==> src/rtl/rv_trace_monitor.sv <==
// Pipeline trace monitor for the Risc5CPU core: circular PC/instruction
// trace, saturating performance counters, PC trigger and hang watchdog.
module rv_trace_monitor #(
    parameter int XLEN         = 32,
    parameter int DEPTH        = 16,
    parameter int CNT_W        = 32,
    parameter int HANG_CYCLES  = 64,
    parameter int STOP_ON_HANG = 1
) (
    input  logic                     clk,
    input  logic                     reset,
    input  logic                     clear,
    input  logic [XLEN-1:0]          PC,
    input  logic [XLEN-1:0]          Instruction_id,
    input  logic                     Stall,
    input  logic [1:0]               JumpFlag,
    input  logic                     trig_en,
    input  logic [XLEN-1:0]          trig_pc,
    input  logic [$clog2(DEPTH)-1:0] rd_idx,
    output logic [XLEN-1:0]          rd_pc,
    output logic [XLEN-1:0]          rd_instr,
    output logic [1:0]               rd_jump,
    output logic                     rd_valid,
    output logic [$clog2(DEPTH):0]   trace_count,
    output logic [CNT_W-1:0]         cycle_cnt,
    output logic [CNT_W-1:0]         stall_cnt,
    output logic [CNT_W-1:0]         flush_cnt,
    output logic [CNT_W-1:0]         retire_cnt,
    output logic                     triggered,
    output logic                     hang,
    output logic                     done
);

    localparam int AW = $clog2(DEPTH);
    localparam int HW = $clog2(HANG_CYCLES);
    localparam logic [AW:0]      FULL      = (AW+1)'(DEPTH);
    localparam logic [AW-1:0]    POST_LAST = AW'(DEPTH/2 - 1);
    localparam logic [HW-1:0]    RUN_ARM   = HW'(HANG_CYCLES - 2);
    localparam logic [HW-1:0]    RUN_MAX   = HW'(HANG_CYCLES - 1);
    localparam logic [CNT_W-1:0] CNT_MAX   = '1;
    localparam bit               STOP      = (STOP_ON_HANG != 0);

    typedef enum logic [1:0] {RUN, POST, DONE} state_t;

    state_t state, state_nxt;

    logic [XLEN-1:0] mem_pc    [DEPTH];
    logic [XLEN-1:0] mem_instr [DEPTH];
    logic [1:0]      mem_jump  [DEPTH];

    logic [AW-1:0]   wptr;
    logic [AW-1:0]   post_cnt;
    logic [AW-1:0]   rd_addr;
    logic [HW-1:0]   run_cnt;
    logic [XLEN-1:0] prev_pc;
    logic            prev_vld;

    logic active;
    logic capture;
    logic pc_same;
    logic trig_hit;
    logic hang_hit;
    logic post_end;
    logic rd_hit;

    function automatic logic [CNT_W-1:0] sat_inc(
        input logic [CNT_W-1:0] v,
        input logic             en
    );
        return (en && v != CNT_MAX) ? v + 1'b1 : v;
    endfunction

    always_comb begin
        active   = (state != DONE);
        capture  = active && !Stall;
        pc_same  = prev_vld && (PC == prev_pc);
        trig_hit = (state == RUN) && trig_en && !Stall && (PC == trig_pc);
        hang_hit = active && pc_same && (run_cnt == RUN_ARM);
        post_end = (state == POST) && capture && (post_cnt == POST_LAST);
        rd_addr  = wptr - trace_count[AW-1:0] + rd_idx;
        rd_hit   = ({1'b0, rd_idx} < trace_count);
    end

    always_ff @(posedge clk or posedge reset) begin
        if (reset)      state <= RUN;
        else if (clear) state <= RUN;
        else            state <= state_nxt;
    end

    // A stopping hang wins over trigger so POST is skipped entirely.
    always_comb begin
        state_nxt = state;
        unique case (state)
            RUN: begin
                if (hang_hit && STOP) state_nxt = DONE;
                else if (trig_hit)    state_nxt = POST;
            end
            POST: begin
                if ((hang_hit && STOP) || post_end) state_nxt = DONE;
            end
            default: state_nxt = state;
        endcase
    end

    always_comb begin
        done = (state == DONE);
    end

    always_ff @(posedge clk or posedge reset) begin
        if (reset) begin
            wptr        <= '0;
            trace_count <= '0;
            post_cnt    <= '0;
        end else if (clear) begin
            wptr        <= '0;
            trace_count <= '0;
            post_cnt    <= '0;
        end else if (capture) begin
            wptr <= wptr + 1'b1;
            if (trace_count != FULL) trace_count <= trace_count + 1'b1;
            if (state == POST)       post_cnt    <= post_cnt + 1'b1;
        end
    end

    always_ff @(posedge clk) begin
        if (capture && !clear) begin
            mem_pc[wptr]    <= PC;
            mem_instr[wptr] <= Instruction_id;
            mem_jump[wptr]  <= JumpFlag;
        end
    end

    always_ff @(posedge clk or posedge reset) begin
        if (reset) begin
            cycle_cnt  <= '0;
            stall_cnt  <= '0;
            flush_cnt  <= '0;
            retire_cnt <= '0;
        end else if (clear) begin
            cycle_cnt  <= '0;
            stall_cnt  <= '0;
            flush_cnt  <= '0;
            retire_cnt <= '0;
        end else if (active) begin
            cycle_cnt  <= sat_inc(cycle_cnt, 1'b1);
            stall_cnt  <= sat_inc(stall_cnt, Stall);
            flush_cnt  <= sat_inc(flush_cnt, JumpFlag != 2'b00);
            retire_cnt <= sat_inc(retire_cnt, !Stall);
        end
    end

    // Watchdog: run_cnt holds consecutive repeats of the previous PC.
    always_ff @(posedge clk or posedge reset) begin
        if (reset) begin
            run_cnt   <= '0;
            prev_pc   <= '0;
            prev_vld  <= 1'b0;
            triggered <= 1'b0;
            hang      <= 1'b0;
        end else if (clear) begin
            run_cnt   <= '0;
            prev_pc   <= '0;
            prev_vld  <= 1'b0;
            triggered <= 1'b0;
            hang      <= 1'b0;
        end else begin
            if (active) begin
                if (!pc_same)               run_cnt <= '0;
                else if (run_cnt != RUN_MAX) run_cnt <= run_cnt + 1'b1;
                prev_pc  <= PC;
                prev_vld <= 1'b1;
            end
            if (trig_hit) triggered <= 1'b1;
            if (hang_hit) hang      <= 1'b1;
        end
    end

    always_ff @(posedge clk or posedge reset) begin
        if (reset) begin
            rd_valid <= 1'b0;
            rd_pc    <= '0;
            rd_instr <= '0;
            rd_jump  <= '0;
        end else if (clear) begin
            rd_valid <= 1'b0;
            rd_pc    <= '0;
            rd_instr <= '0;
            rd_jump  <= '0;
        end else begin
            rd_valid <= rd_hit;
            rd_pc    <= rd_hit ? mem_pc[rd_addr]    : '0;
            rd_instr <= rd_hit ? mem_instr[rd_addr] : '0;
            rd_jump  <= rd_hit ? mem_jump[rd_addr]  : 2'b00;
        end
    end

endmodule
==> config.mk <==
export PLATFORM = sky130hd
export DESIGN_NAME = rv_trace_monitor
export DESIGN_NICKNAME = d
export VERILOG_FILES = /design/src/rtl/rv_trace_monitor.sv
export SDC_FILE = /design/constraint.sdc
export NUM_CORES = 1
export LEC_CHECK = 0
export CORE_MARGIN = 1
export CORE_UTILIZATION = 55
export CTS_CLUSTER_DIAMETER = 120
export DETAILED_ROUTE_END_ITERATION = 12
export HOLD_SLACK_MARGIN = 0.08
export PLACE_DENSITY_LB_ADDON = 0.3
export REMOVE_ABC_BUFFERS = 1
export SLEW_MARGIN = 20
export SYNTH_ARGS = -nofsm -noshare
export SYNTH_HDL_FRONTEND = slang
export SYNTH_SLANG_ARGS = --single-unit
==> constraint.sdc <==
create_clock -name clk -period 23.2 [get_ports clk]
set_input_delay 4.64 -clock clk [delete_from_list [all_inputs] [get_ports clk]]
set_output_delay 4.64 -clock clk [all_outputs]
set_load 0.1 [all_outputs]
# Word level (Yosys, flattened, before mapping)
# Memory sizes are Yosys's and may differ from the RTL's.
# Index checks and enable logic that the tools add are counted.
word_totals:
  ff_bits: 251
  ram_bits: 1056
  elab_cells: 130
  memories: 3
  out_inout_bits: 203
  inputBits: 107
classes:
  n_reduce_logical: 37
  mux: 46
  n_lt_le_gt_ge: 1
  addsub: 10
  eq_ne: 16
memory_table:
  columns: ["memory", "words", "width", "rd", "rd_clocked_by_memory_dff", "wr", "line_no", "text"]
  rows:
  - ["mem_instr", 16, 32, 1, 0, 1, "48", "logic [XLEN-1:0] mem_instr [DEPTH];"]
  - ["mem_pc", 16, 32, 1, 0, 1, "47", "logic [XLEN-1:0] mem_pc [DEPTH];"]
  - ["mem_jump", 16, 2, 1, 0, 1, "49", "logic [1:0] mem_jump [DEPTH];"]
op_table:
  columns: ["operator", "n"]
  rows:
  - ["$mux 32", 18]
  - ["$add 32x1->32 const B", 4]
  - ["$ne 32x32->1 const B", 4]
  - ["$eq 32x32->1", 2]
  - ["$mux 6", 4]
  - ["$reduce_bool 2->1", 11]
  - ["$mux 4", 5]
  - ["$mux 5", 3]
  - ["$reduce_and 2->1", 7]
  - ["$logic_and 1x1->1", 13]
  - ["$mux 2", 6]
  - ["$mux 1", 9]
  - ["$add 4x1->4 const B", 2]
  - ["$add 6x1->6 const B", 1]
  - ["$eq 6x6->1 const B", 1]
  - ["$ne 3x2->1 const B", 2]
  - ["$ne 6x6->1 const B", 1]
  - ["$add 5x1->5 const B", 1]
  - ["$lt 4x5->1", 1]
  - ["$ne 5x5->1 const B", 1]
  - ["$add 4x4->4", 1]
  - ["$eq 4x3->1 const B", 1]
  - ["$ne 4x4->1 const B", 1]
  - ["$pmux 2 s2", 1]
  - ["9 further kinds", 10]

# Logic depth before layout (Yosys ltp)
depth:
  word_depth: 8
  depth_mapped: 11
  ltp_nobuf: 9

# Worst setup path after synthesis
# Ideal clock, no wire load.
synth_timing:
  path_kind: "input to register"
  startpoint: "input port Stall"
  endpoint: "memory mem_instr[2][0], enable pin"
  setup_ns: 0.572
  path_buffers: 1
  arrival_time_ns: 9.803
  required_ns: 22.628
  stages: 5
  slack_ns: 12.825
  cell_sequence: "clkbuf_1 > nand2b_1 > nor2_1 > nand2_1 > nor3_1"
synth_between:
  elab_chain_cells: 5
synth_rtl:
  columns: ["item", "line_no", "text"]
  rows:
  - ["from (decl)", "15", "input logic Stall,"]
  - ["$logic_not 1->1", "75", "capture = active && !Stall;"]
  - ["$logic_and 1x1->1", "75", null]
  - ["$logic_and 1x1->1", "126", "if (capture && !clear) begin"]
  - ["$mux 1", "126", null]
  - ["$mux 1 (not written as such)", "128", "mem_instr[wptr] <= Instruction_id;"]
  - ["to (decl)", "48", null]
# No other way between the ends.

# Final worst setup path
layout_timing:
  startpoint: "input port rd_idx[1]"
  endpoint: "register rd_pc[11]"
layout_between:
  elab_chain_cells: 4
  elab_cells_between_ends: 5
  classes_between: "add/sub: 1; order compare: 1; mux: 2; memory: 1"
layout_rtl:
  columns: ["item", "line_no", "text"]
  rows:
  - ["from (decl)", "19", "input logic [$clog2(DEPTH)-1:0] rd_idx,"]
  - ["$add 4x4->4", "80", "rd_addr = wptr - trace_count[AW-1:0] + rd_idx;"]
  - ["$mem_v2 16x32", null, null]
  - ["$mux 32 (*)", "191", "rd_pc <= rd_hit ? mem_pc[rd_addr] : '0;"]
  - ["$mux 32 (*)", "184", "end else if (clear) begin"]
  - ["to (signal assigned)", "191", null]
  - ["to (decl)", "20", "output logic [XLEN-1:0] rd_pc,"]
# Every way passes the cells marked *; elsewhere a longest branch is shown, timed or not.
# A chain may end at the register's enable or synchronous reset.

==> impl_metrics.json <==
{
  "status": "finished, final reports clean",
  "placed_area_um2": 56800,
  "min_period_ps": 8970,
  "startpoint_type": "primary input",
  "multi_input_area_um2": 13600,
  "dr.pass1.iters": 5,
  "synthCells": 2896,
  "place.port_buffers": 309,
  "area_growth_pct": 17.7,
  "fmaxAchievable_mhz": 111,
  "drv_slew": 0,
  "clockBufferDepth": 3,
  "fill_cells": 6216,
  "synth_cell_types": 52,
  "yosysWarnings": 0,
  "synth_flop_cell": "edfxtp_1",
  "finalCritPeriodShare_pct": 38.7,
  "hold_class": "reg -> reg",
  "ir_drop_mv": 0.0840,
  "layout.cells.non_filler": 4613,
  "io_pins": 310,
  "dp.cells": 4364,
  "grt_usage_pct": 26.5,
  "final.setup_skew_ps": 23.9,
  "p_per_area_nw_per_um2": 96.2,
  "clock_latency_ps": 750,
  "fp.dieW_um": 310,
  "cts_sinks": 1307,
  "seqCellArea_um2": 38000,
  "worstPathRequired_ps": 23770,
  "async_reset_ff_share_pct": 19.2,
  "die_h_um": 310,
  "final_hold_viol_count": 0,
  "setup_tns_ps": 0,
  "yosysSeqAreaShare_pct": 72.9,
  "grt_first_pass_wirelength_mm": 186,
  "worst-slew-pin-transition_ps": 1160,
  "cpPeakStageDelay_ps": 1020,
  "path_cells": "clkdlybuf4s50_1, inv_1, fa_1, inv_1, fa_4, buf_4, buf_4, mux4_2, nor2b_1, a211oi_1, a211oi_1",
  "clock-root-buffer": "clkbuf_16",
  "grt_pass1_vias": 29600,
  "synth_seq_cells": 1307,
  "core_um2": 93600,
  "critPathArrivalTime_ps": 9550,
  "gp_congestion": 0.891,
  "numCtsBuffers": 134,
  "hold_ws_ps": 511,
  "crit_type": "in -> reg",
  "endpoint_kind": "flip-flop",
  "post_cts_buffers": 0,
  "crit_slowest_cell": "fa_4",
  "vias": 28400,
  "cts_tree": "yes",
  "rsz0062_at_grt": "no",
  "rows": 112,
  "drc": 0,
  "drt_wl_total_mm": 125,
  "cts_resized": 0,
  "vias_per_cell": 6.15,
  "first_iter_violations": 2505,
  "initial_utilization_pct": 55.6,
  "max_cap_viol_count": 0,
  "grt_antenna_before_repair": 6,
  "syn_avg_cell_area_um2": 18.0,
  "clkTransAtPathRegs_ps": 60,
  "finalPower_mw": 5.90,
  "synth_edf_count": 1056,
  "grt_max_degree": 116,
  "leakage_nw": 20.8,
  "post_route_cells_drive_above_1_share_pct": 16.7,
  "dpl.hpwl_mm": 67.2,
  "design.die.area_um2": 95900,
  "fin_area_um2": 61300,
  "postRouteAntennaNets": 0,
  "setup_viol": 0,
  "nets": 3378,
  "maxSlewHeadroom_pct": 22.9,
  "synthesis.area_um2": 52100,
  "worstPathMaxFanout": 68,
  "wl_per_cell_um": 27.0,
  "cts_hold_buffers": 0,
  "grt_remaining_overflow": 0,
  "h-tree-depth": 4
}
[flip-flops by register name, indices dropped and copies added, names as in the netlist, 4 cells and up]
register,cells
mem_pc,512
mem_jump,32
trace_count,5
retire_cnt,32
prev_pc,32
rd_pc,32
mem_instr,512
stall_cnt,32
post_cnt,4
run_cnt,6
cycle_cnt,32
wptr,4
rd_instr,32
flush_cnt,32
[cell type report]
class                      count  share of cell area [%]
clock buffer                 185                    6.16
antenna                        1                 0.00408
clock inverter                61                    1.27
timing repair buffer         367                    5.79
tap                         1254                    2.56
multi-input combinational   1410                    22.1
sequential                  1307                    61.9
inverter                      28                   0.184
[worst max-delay path: cells and delay by family]
family                   cells  cell delay, ps
AO/OA/AOI/OAI                2             400
AND/OR/NAND/NOR              1             160
adder cells (fa/ha/maj)      2            1550
multiplexers                 1             410
buffers and inverters        5            2270
[cells in the mapped netlist, types with 22 or more instances]
| library cell | number | area share [%] |
|---|---|---|
| edfxtp_1 | 1056 | 61 |
| mux4_2 | 264 | 11 |
| dfrtp_1 | 251 | 12 |
| nor2_1 | 151 | 1.1 |
| nand2_1 | 137 | 0.99 |
| a211oi_1 | 135 | 1.9 |
| clkbuf_1 | 108 | 0.78 |
| xor2_1 | 103 | 1.7 |
| xnor2_1 | 81 | 1.4 |
| a21oi_1 | 73 | 0.70 |
| mux2i_1 | 69 | 1.3 |
| nor2b_1 | 66 | 0.79 |
| nand4_1 | 54 | 0.65 |
| nand3_1 | 43 | 0.41 |
| buf_2 | 34 | 0.33 |
| nor3_1 | 34 | 0.33 |
| and3_1 | 29 | 0.35 |
| inv_1 | 28 | 0.20 |
| o21ai_0 | 27 | 0.26 |
| nor4_1 | 22 | 0.26 |
[metal layers]
metal	vias up	share of wire, %	GRT usage [%]
met5	-	0.046	0
met4	8	2.0	7.39
met3	173	9.1	5.92
met2	1287	50	43.6
met1	14800	39	35.9
li1	12100	-	-
[where the power goes]
part,internal [mW],switching (mW),total [mW]
logic,0.449,0.656,1.10
clock network,1.30,0.899,2.20
registers,2.58,0.0229,2.60
[layout by cell type (no fill, tap or decap), types with 66 or more instances in the layout]
cell type and n:
xor2_1 102, nand2_1 137, mux4_2 264, edfxtp_1 1056
a21oi_1 73, dfrtp_1 251, clkdlybuf4s50_1 306, a211oi_1 135
mux2i_1 69, clkbuf_16 138, xnor2_1 80, nor2b_1 66
nor2_1 139
[final timing paths]
check	start	cells past startpoint	slack, ps	to
worst max-delay path	rd_idx[1]	11	14230	rd_pc[11]
worst min register to register	prev_vld	2	510	prev_vld
worst min-delay path	prev_vld	2	510	prev_vld
min in group asynchronous	reset	2	4420	flush_cnt[28]
worst max register to register	wptr[0]	11	18140	rd_pc[11]
max in group asynchronous	reset	4	16700	rd_pc[28]
[cell families (layout without fill, tap and decap cells)]
| family | count (synthesis) | count (layout) | share of synthesized area, % |
|---|---|---|---|
| buffers and inverters | 179 | 641 | 1.39 |
| muxes | 333 | 333 | 12.7 |
| other | 0 | 1 | 0 |
| adders and majority gates | 23 | 23 | 0.596 |
| xor gates and xnor gates | 184 | 184 | 3.09 |
| and+or+nand+nor | 613 | 613 | 5.99 |
| AOI/OAI and AO/OA | 257 | 257 | 3.26 |
| DFF | 1307 | 1307 | 72.9 |
[per-stage QoR]
stage               worst slack [ps]  util [%]
finish                         14230      65.5
global route                   14010      65.5
CTS                            14250      65.5
detailed placement             13490      60.6
global placement               13590      60.6
floorplan                       6870         -
No activity file was read; power rests on OpenSTA's default activity.
